## src/rtl/mlp_axil_regs.sv

```systemverilog
// AXI4-Lite register block for the MLP core: START/TOGGLE control levels, READY/CL_NUM status.
// Latency: write response one cycle after both AW and W are held; read data one cycle after AR.
// Backpressure: awready/wready drop while a channel is held or bvalid is pending; arready drops while rvalid.
module mlp_axil_regs #(
    parameter int C_S_AXI_DATA_WIDTH = 32,
    parameter int C_S_AXI_ADDR_WIDTH = 4
) (
    input  logic                            s00_axi_aclk,
    input  logic                            s00_axi_aresetn,
    input  logic [C_S_AXI_ADDR_WIDTH-1:0]   s00_axi_awaddr,
    input  logic [2:0]                      s00_axi_awprot,
    input  logic                            s00_axi_awvalid,
    output logic                            s00_axi_awready,
    input  logic [C_S_AXI_DATA_WIDTH-1:0]   s00_axi_wdata,
    input  logic [C_S_AXI_DATA_WIDTH/8-1:0] s00_axi_wstrb,
    input  logic                            s00_axi_wvalid,
    output logic                            s00_axi_wready,
    output logic [1:0]                      s00_axi_bresp,
    output logic                            s00_axi_bvalid,
    input  logic                            s00_axi_bready,
    input  logic [C_S_AXI_ADDR_WIDTH-1:0]   s00_axi_araddr,
    input  logic [2:0]                      s00_axi_arprot,
    input  logic                            s00_axi_arvalid,
    output logic                            s00_axi_arready,
    output logic [C_S_AXI_DATA_WIDTH-1:0]   s00_axi_rdata,
    output logic [1:0]                      s00_axi_rresp,
    output logic                            s00_axi_rvalid,
    input  logic                            s00_axi_rready,
    output logic                            start_o,
    output logic                            toggle_o,
    input  logic                            ready_i,
    input  logic [3:0]                      cl_num_i
);

    localparam logic [1:0] IDX_START  = 2'd0;
    localparam logic [1:0] IDX_READY  = 2'd1;
    localparam logic [1:0] IDX_TOGGLE = 2'd2;
    localparam logic [1:0] IDX_CL_NUM = 2'd3;

    logic                          aw_held_q, aw_held_d;
    logic                          w_held_q, w_held_d;
    logic [1:0]                    aw_idx_q, aw_idx_d;
    logic                          w_bit0_q, w_bit0_d;
    logic                          w_strb0_q, w_strb0_d;
    logic                          bvalid_q, bvalid_d;
    logic                          rvalid_q, rvalid_d;
    logic [C_S_AXI_DATA_WIDTH-1:0] rdata_q, rdata_d;
    logic                          start_q, start_d;
    logic                          toggle_q, toggle_d;
    logic                          ready_sticky_q, ready_sticky_d;
    logic [3:0]                    cl_num_q, cl_num_d;

    logic                          aw_fire, w_fire, ar_fire, do_write;
    logic [1:0]                    wr_idx, rd_idx;
    logic                          wr_bit0, wr_strb0;
    logic [C_S_AXI_DATA_WIDTH-1:0] rd_val;

    // Protection bits, byte lanes above 0 and data bits above 0 carry nothing for this map.
    logic unused_ok;
    assign unused_ok = ^{s00_axi_awprot, s00_axi_arprot, s00_axi_awaddr[1:0],
                         s00_axi_araddr[1:0], s00_axi_wdata[C_S_AXI_DATA_WIDTH-1:1],
                         s00_axi_wstrb[C_S_AXI_DATA_WIDTH/8-1:1]};

    // Ready signals are forced low while reset is asserted so the bus sees an idle slave.
    assign s00_axi_awready = s00_axi_aresetn && !aw_held_q && !bvalid_q;
    assign s00_axi_wready  = s00_axi_aresetn && !w_held_q && !bvalid_q;
    assign s00_axi_arready = s00_axi_aresetn && !rvalid_q;
    assign s00_axi_bvalid  = bvalid_q;
    assign s00_axi_rvalid  = rvalid_q;
    assign s00_axi_rdata   = rdata_q;
    assign s00_axi_bresp   = 2'b00;
    assign s00_axi_rresp   = 2'b00;
    assign start_o         = start_q;
    assign toggle_o        = toggle_q;

    // Next-state for write capture, register update, status capture and read return.
    always_comb begin
        aw_held_d      = aw_held_q;
        w_held_d       = w_held_q;
        aw_idx_d       = aw_idx_q;
        w_bit0_d       = w_bit0_q;
        w_strb0_d      = w_strb0_q;
        bvalid_d       = bvalid_q;
        rvalid_d       = rvalid_q;
        rdata_d        = rdata_q;
        start_d        = start_q;
        toggle_d       = toggle_q;
        ready_sticky_d = ready_sticky_q;
        cl_num_d       = cl_num_i;

        aw_fire  = s00_axi_awvalid && s00_axi_awready;
        w_fire   = s00_axi_wvalid && s00_axi_wready;
        ar_fire  = s00_axi_arvalid && s00_axi_arready;
        // A channel arriving this cycle is used directly so same-cycle AW/W completes at once.
        wr_idx   = aw_held_q ? aw_idx_q : s00_axi_awaddr[3:2];
        wr_bit0  = w_held_q ? w_bit0_q : s00_axi_wdata[0];
        wr_strb0 = w_held_q ? w_strb0_q : s00_axi_wstrb[0];
        do_write = (aw_held_q || aw_fire) && (w_held_q || w_fire);
        rd_idx   = s00_axi_araddr[3:2];

        if (aw_fire) begin
            aw_held_d = 1'b1;
            aw_idx_d  = s00_axi_awaddr[3:2];
        end
        if (w_fire) begin
            w_held_d  = 1'b1;
            w_bit0_d  = s00_axi_wdata[0];
            w_strb0_d = s00_axi_wstrb[0];
        end

        if (bvalid_q && s00_axi_bready) begin
            bvalid_d = 1'b0;
        end
        if (do_write) begin
            aw_held_d = 1'b0;
            w_held_d  = 1'b0;
            bvalid_d  = 1'b1;
            if (wr_strb0 && wr_idx == IDX_START) begin
                start_d = wr_bit0;
                if (wr_bit0) begin
                    ready_sticky_d = 1'b0;
                end
            end
            if (wr_strb0 && wr_idx == IDX_TOGGLE) begin
                toggle_d = wr_bit0;
            end
        end
        // Setting has priority over a START-triggered clear in the same cycle.
        if (ready_i) begin
            ready_sticky_d = 1'b1;
        end

        // Read mux uses current register values, so a same-cycle write is not visible.
        rd_val = '0;
        case (rd_idx)
            IDX_START:  rd_val[0]   = start_q;
            IDX_READY:  rd_val[0]   = ready_sticky_q;
            IDX_TOGGLE: rd_val[0]   = toggle_q;
            IDX_CL_NUM: rd_val[3:0] = cl_num_q;
            default:    rd_val      = '0;
        endcase

        if (rvalid_q && s00_axi_rready) begin
            rvalid_d = 1'b0;
            rdata_d  = '0;
        end
        if (ar_fire) begin
            rvalid_d = 1'b1;
            rdata_d  = rd_val;
        end
    end

    // State registers with synchronous active-low reset.
    always_ff @(posedge s00_axi_aclk) begin
        if (!s00_axi_aresetn) begin
            aw_held_q      <= 1'b0;
            w_held_q       <= 1'b0;
            aw_idx_q       <= 2'd0;
            w_bit0_q       <= 1'b0;
            w_strb0_q      <= 1'b0;
            bvalid_q       <= 1'b0;
            rvalid_q       <= 1'b0;
            rdata_q        <= '0;
            start_q        <= 1'b0;
            toggle_q       <= 1'b0;
            ready_sticky_q <= 1'b0;
            cl_num_q       <= 4'd0;
        end else begin
            aw_held_q      <= aw_held_d;
            w_held_q       <= w_held_d;
            aw_idx_q       <= aw_idx_d;
            w_bit0_q       <= w_bit0_d;
            w_strb0_q      <= w_strb0_d;
            bvalid_q       <= bvalid_d;
            rvalid_q       <= rvalid_d;
            rdata_q        <= rdata_d;
            start_q        <= start_d;
            toggle_q       <= toggle_d;
            ready_sticky_q <= ready_sticky_d;
            cl_num_q       <= cl_num_d;
        end
    end

endmodule
```

## config.mk

```make
export PLATFORM = sky130hd
export DESIGN_NAME = mlp_axil_regs
export DESIGN_NICKNAME = d
export VERILOG_FILES = /design/src/rtl/mlp_axil_regs.sv
export SDC_FILE = /design/constraint.sdc
export NUM_CORES = 1
export LEC_CHECK = 0
export BUFFER_PORTS_ARGS = -buffer_cell sky130_fd_sc_hd__clkbuf_2
export CAP_MARGIN = 20
export CORE_MARGIN = 5
export CORE_UTILIZATION = 36
export CTS_CLUSTER_DIAMETER = 120
export CTS_CLUSTER_SIZE = 25
export DETAILED_ROUTE_END_ITERATION = 12
export PLACE_DENSITY = 0.79
export SLEW_MARGIN = 20
export SYNTH_ARGS = -nofsm -noshare
export SYNTH_HDL_FRONTEND = slang
export SYNTH_SLANG_ARGS = --single-unit
```

## constraint.sdc

```tcl
create_clock -name s00_axi_aclk -period 1.4 [get_ports s00_axi_aclk]
set_input_delay 0.42 -clock s00_axi_aclk [delete_from_list [all_inputs] [get_ports s00_axi_aclk]]
set_output_delay 0.42 -clock s00_axi_aclk [all_outputs]
set_load 0.05 [all_outputs]
```

==> out/results.ini <==
[status]
status = complete, but fails checks
violations = negative setup slack

[timing]
timing.hold.ws_ns = 0.3241
setup_slack_ns = -0.06836
period_share_pct = 104.9
fin_crit_ns = 1.468
finalSetupTns_ns = -0.1312
clock_skew_ns = 0.001813
finalMaxSlewViolations = 0
grt_setup_unrepaired = true
hold_viol = 0
clock.fmax_ghz = 0.6810
setup_viol = 2

[global_routing]
grt_pass1_vias = 689
grt_max_degree = 12
grt_overflow = 0
grt_antenna_before_repair = 0
grt_usage_pct = 9.335
grt_first_pass_wirelength_um = 3008

[clocking]
post_cts_hold_buffer_count = 0
root_buffer = clkbuf_4
clk_path_buf_depth = 2
numCtsBuffers = 3
clkTransAtPathRegs_ns = 0.11
cts.sinks = 19
tritoncts = done
clock_latency_ns = 0.29
htreeDepth = 1

[power]
p_leak_nw = 0.6077
power.density_mw_per_mm2 = 1004
ir_drop_uv = 236.4

[detailed_routing]
firstDrtPassIters = 4
drcViolationCount = 0
ant_nets = 0
routed-via-count = 761
drt-vias-per-instance = 4.158
wirelength_um = 1982
first_iter_violations = 13
routedWlPerCell_um = 10.83

[worst_setup_path]
critPathLaunchType = register
slowest_stage = dfxtp_2
cpPeakStageDelay_ns = 0.34
cp_cell_sequence = nand2b_4 > nor2_4 > buf_8
rrSetupSlack_ns = 0.08
cp_max_fo = 3
crit_buf_inv = 1
arrival_ns = 1.05
cp.required_ns = 0.98
cp_top_family = flip-flops
crit_path_end_kind = output port
crit_type = register to output port

[die]
die_width_um = 65.59
core-area_sq_mm = 0.003003
rows = 20
start_util_pct = 37.04
die_area_sq_mm = 0.004301
die_height_um = 65.59
pin_count = 105

[placement]
placed_area_sq_mm = 0.001244
place.gp.congestion = 0.7260
hpwl_um = 1628
portBuffers = 28

[yosys]
synthDominantCellAreaShare_pct = 34.20
netlist_area_sq_mm = 0.001112
synth_cells = 115
ys_seq_elements = 19
ys_seq_area_share_pct = 34.20
yosys_warnings = 0
postSynthAreaPerCell_sq_um = 9.672
netlist.top_cell.by_area = dfxtp_1
synthTopCellsByArea = dfxtp_1 (34%), buf_4 (22%), mux2i_1 (7.2%), nor2b_1 (6.2%), nor3b_4 (3.4%)
synth_cell_types = 29

[layout]
diodes = 0
nets = 213
syn2layout_area_growth_pct = 17.66
fin_util_pct = 43.58
drive_above_1_share_pct = 36.00
final_area_sq_mm = 0.001309

[run]
maxCapViolCount = 0

[worst_hold_path]
hold_class = primary input to register

## cells in the mapped netlist
cell type / number
mux4_2: 1
buf_4: 32
nand2_1: 4
nand3_1: 1
buf_2: 1
conb_1: 1
o21a_1: 1
mux2i_1: 8
inv_1: 1
dfxtp_1: 19
nor3b_4: 2
mux2_1: 1
nor2b_1: 11
o22ai_1: 1
o221a_1: 1
a21oi_4: 1
a32oi_1: 1
a21boi_0: 1
buf_6: 2
a211oi_2: 1
a22oi_1: 4
nand2b_4: 1
nor2_1: 7
nand3_2: 1
clkbuf_1: 1
nand3b_1: 1
nand2b_1: 4
and2_1: 4
o21ai_0: 1
## power breakdown
part	internal (mW)	switching [mW]
Combinational	0.128	0.325
Sequential	0.565	0.0191
Clock	0.106	0.169
Total	0.800	0.513
## metal layers
layer	vias up	global-route usage, %	wire, um
met1	338	10.81	773
li1	389	-	-
met2	32	14.92	992
met5	-	0	0
met3	2	2.051	175
met4	0	6.995	41
## cell families (layout without fill, tap and decap cells)
logic type             count (synthesis)  in the layout  synth area share, %
other                                  1             32               0.3371
muxes                                 10             10                10.24
DFF                                   19             19                34.20
and+or+nand+nor                       36             36                21.03
buffers and inverters                 37             41                24.75
AOI/OAI and AO/OA                     12             12                9.450
## cell type report
cell class                      count  area [sq um]
Timing Repair Buffer               36         250.2
Clock inverter                      1         5.005
Inverter                            1         3.754
Multi-Input combinational cell     90         595.6
Fill cell                         327          1694
Sequential cell                    19         390.4
Tap cell                           33         41.29
Clock buffer                        3         22.52
## final timing paths
path	from	endpoint	cells after the start
worst max-delay path	s00_axi_bvalid$_SDFFE_PN0P_	s00_axi_wready	3
worst min-delay path	cl_num_i[3]	cl_num_q[3]$_SDFF_PN0_	2
worst max register to register	s00_axi_bvalid$_SDFFE_PN0P_	aw_idx_q[1]$_SDFFE_PN0P_	5
worst min register to register	start_o$_SDFFE_PN0P_	start_o$_SDFFE_PN0P_	2
## stage by stage
step	total power, mW	setup slack, ns	instances
after floorplan	1.021	0.07450	146
after global placement	1.031	-0.07841	178
after detailed placement	1.036	-0.1261	178
after CTS	1.331	-0.07754	184
after global routing	1.381	-0.1186	183
final	1.314	-0.06836	183
## placed cells by master, fill, tap and decap left out, types with 2 or more instances in the layout
cell and n:
dfxtp_1 15, nor3b_4 2, and2_1 4, conb_1 32, nor2_4 2, mux2i_1 8, nor2b_1 10, dfxtp_4 2
buf_2 3, dfxtp_2 2, nand2b_1 4, buf_8 2, clkbuf_4 5, nor2_1 5, clkbuf_2 19, a22oi_1 4
nand2_1 4, buf_6 2, buf_4 7
## worst reg2reg max path: stages (launching register included)
cell	delay [ns]
dfxtp_2	0.34
nand2b_4	0.17
buf_6	0.14
nor3b_4	0.27
mux2i_1	0.24
nor2b_1	0.07
## repair_timing
action | 4_1_cts | 5_1_grt
endpoints found under the hold margin | 0 | 0
setup endpoints to repair | 5 | 11
pin swaps | 2 | 1
setup buffers | 2 | 0
resized for setup | 10 | 9
Note: power is estimated with default switching activity, not from simulation.
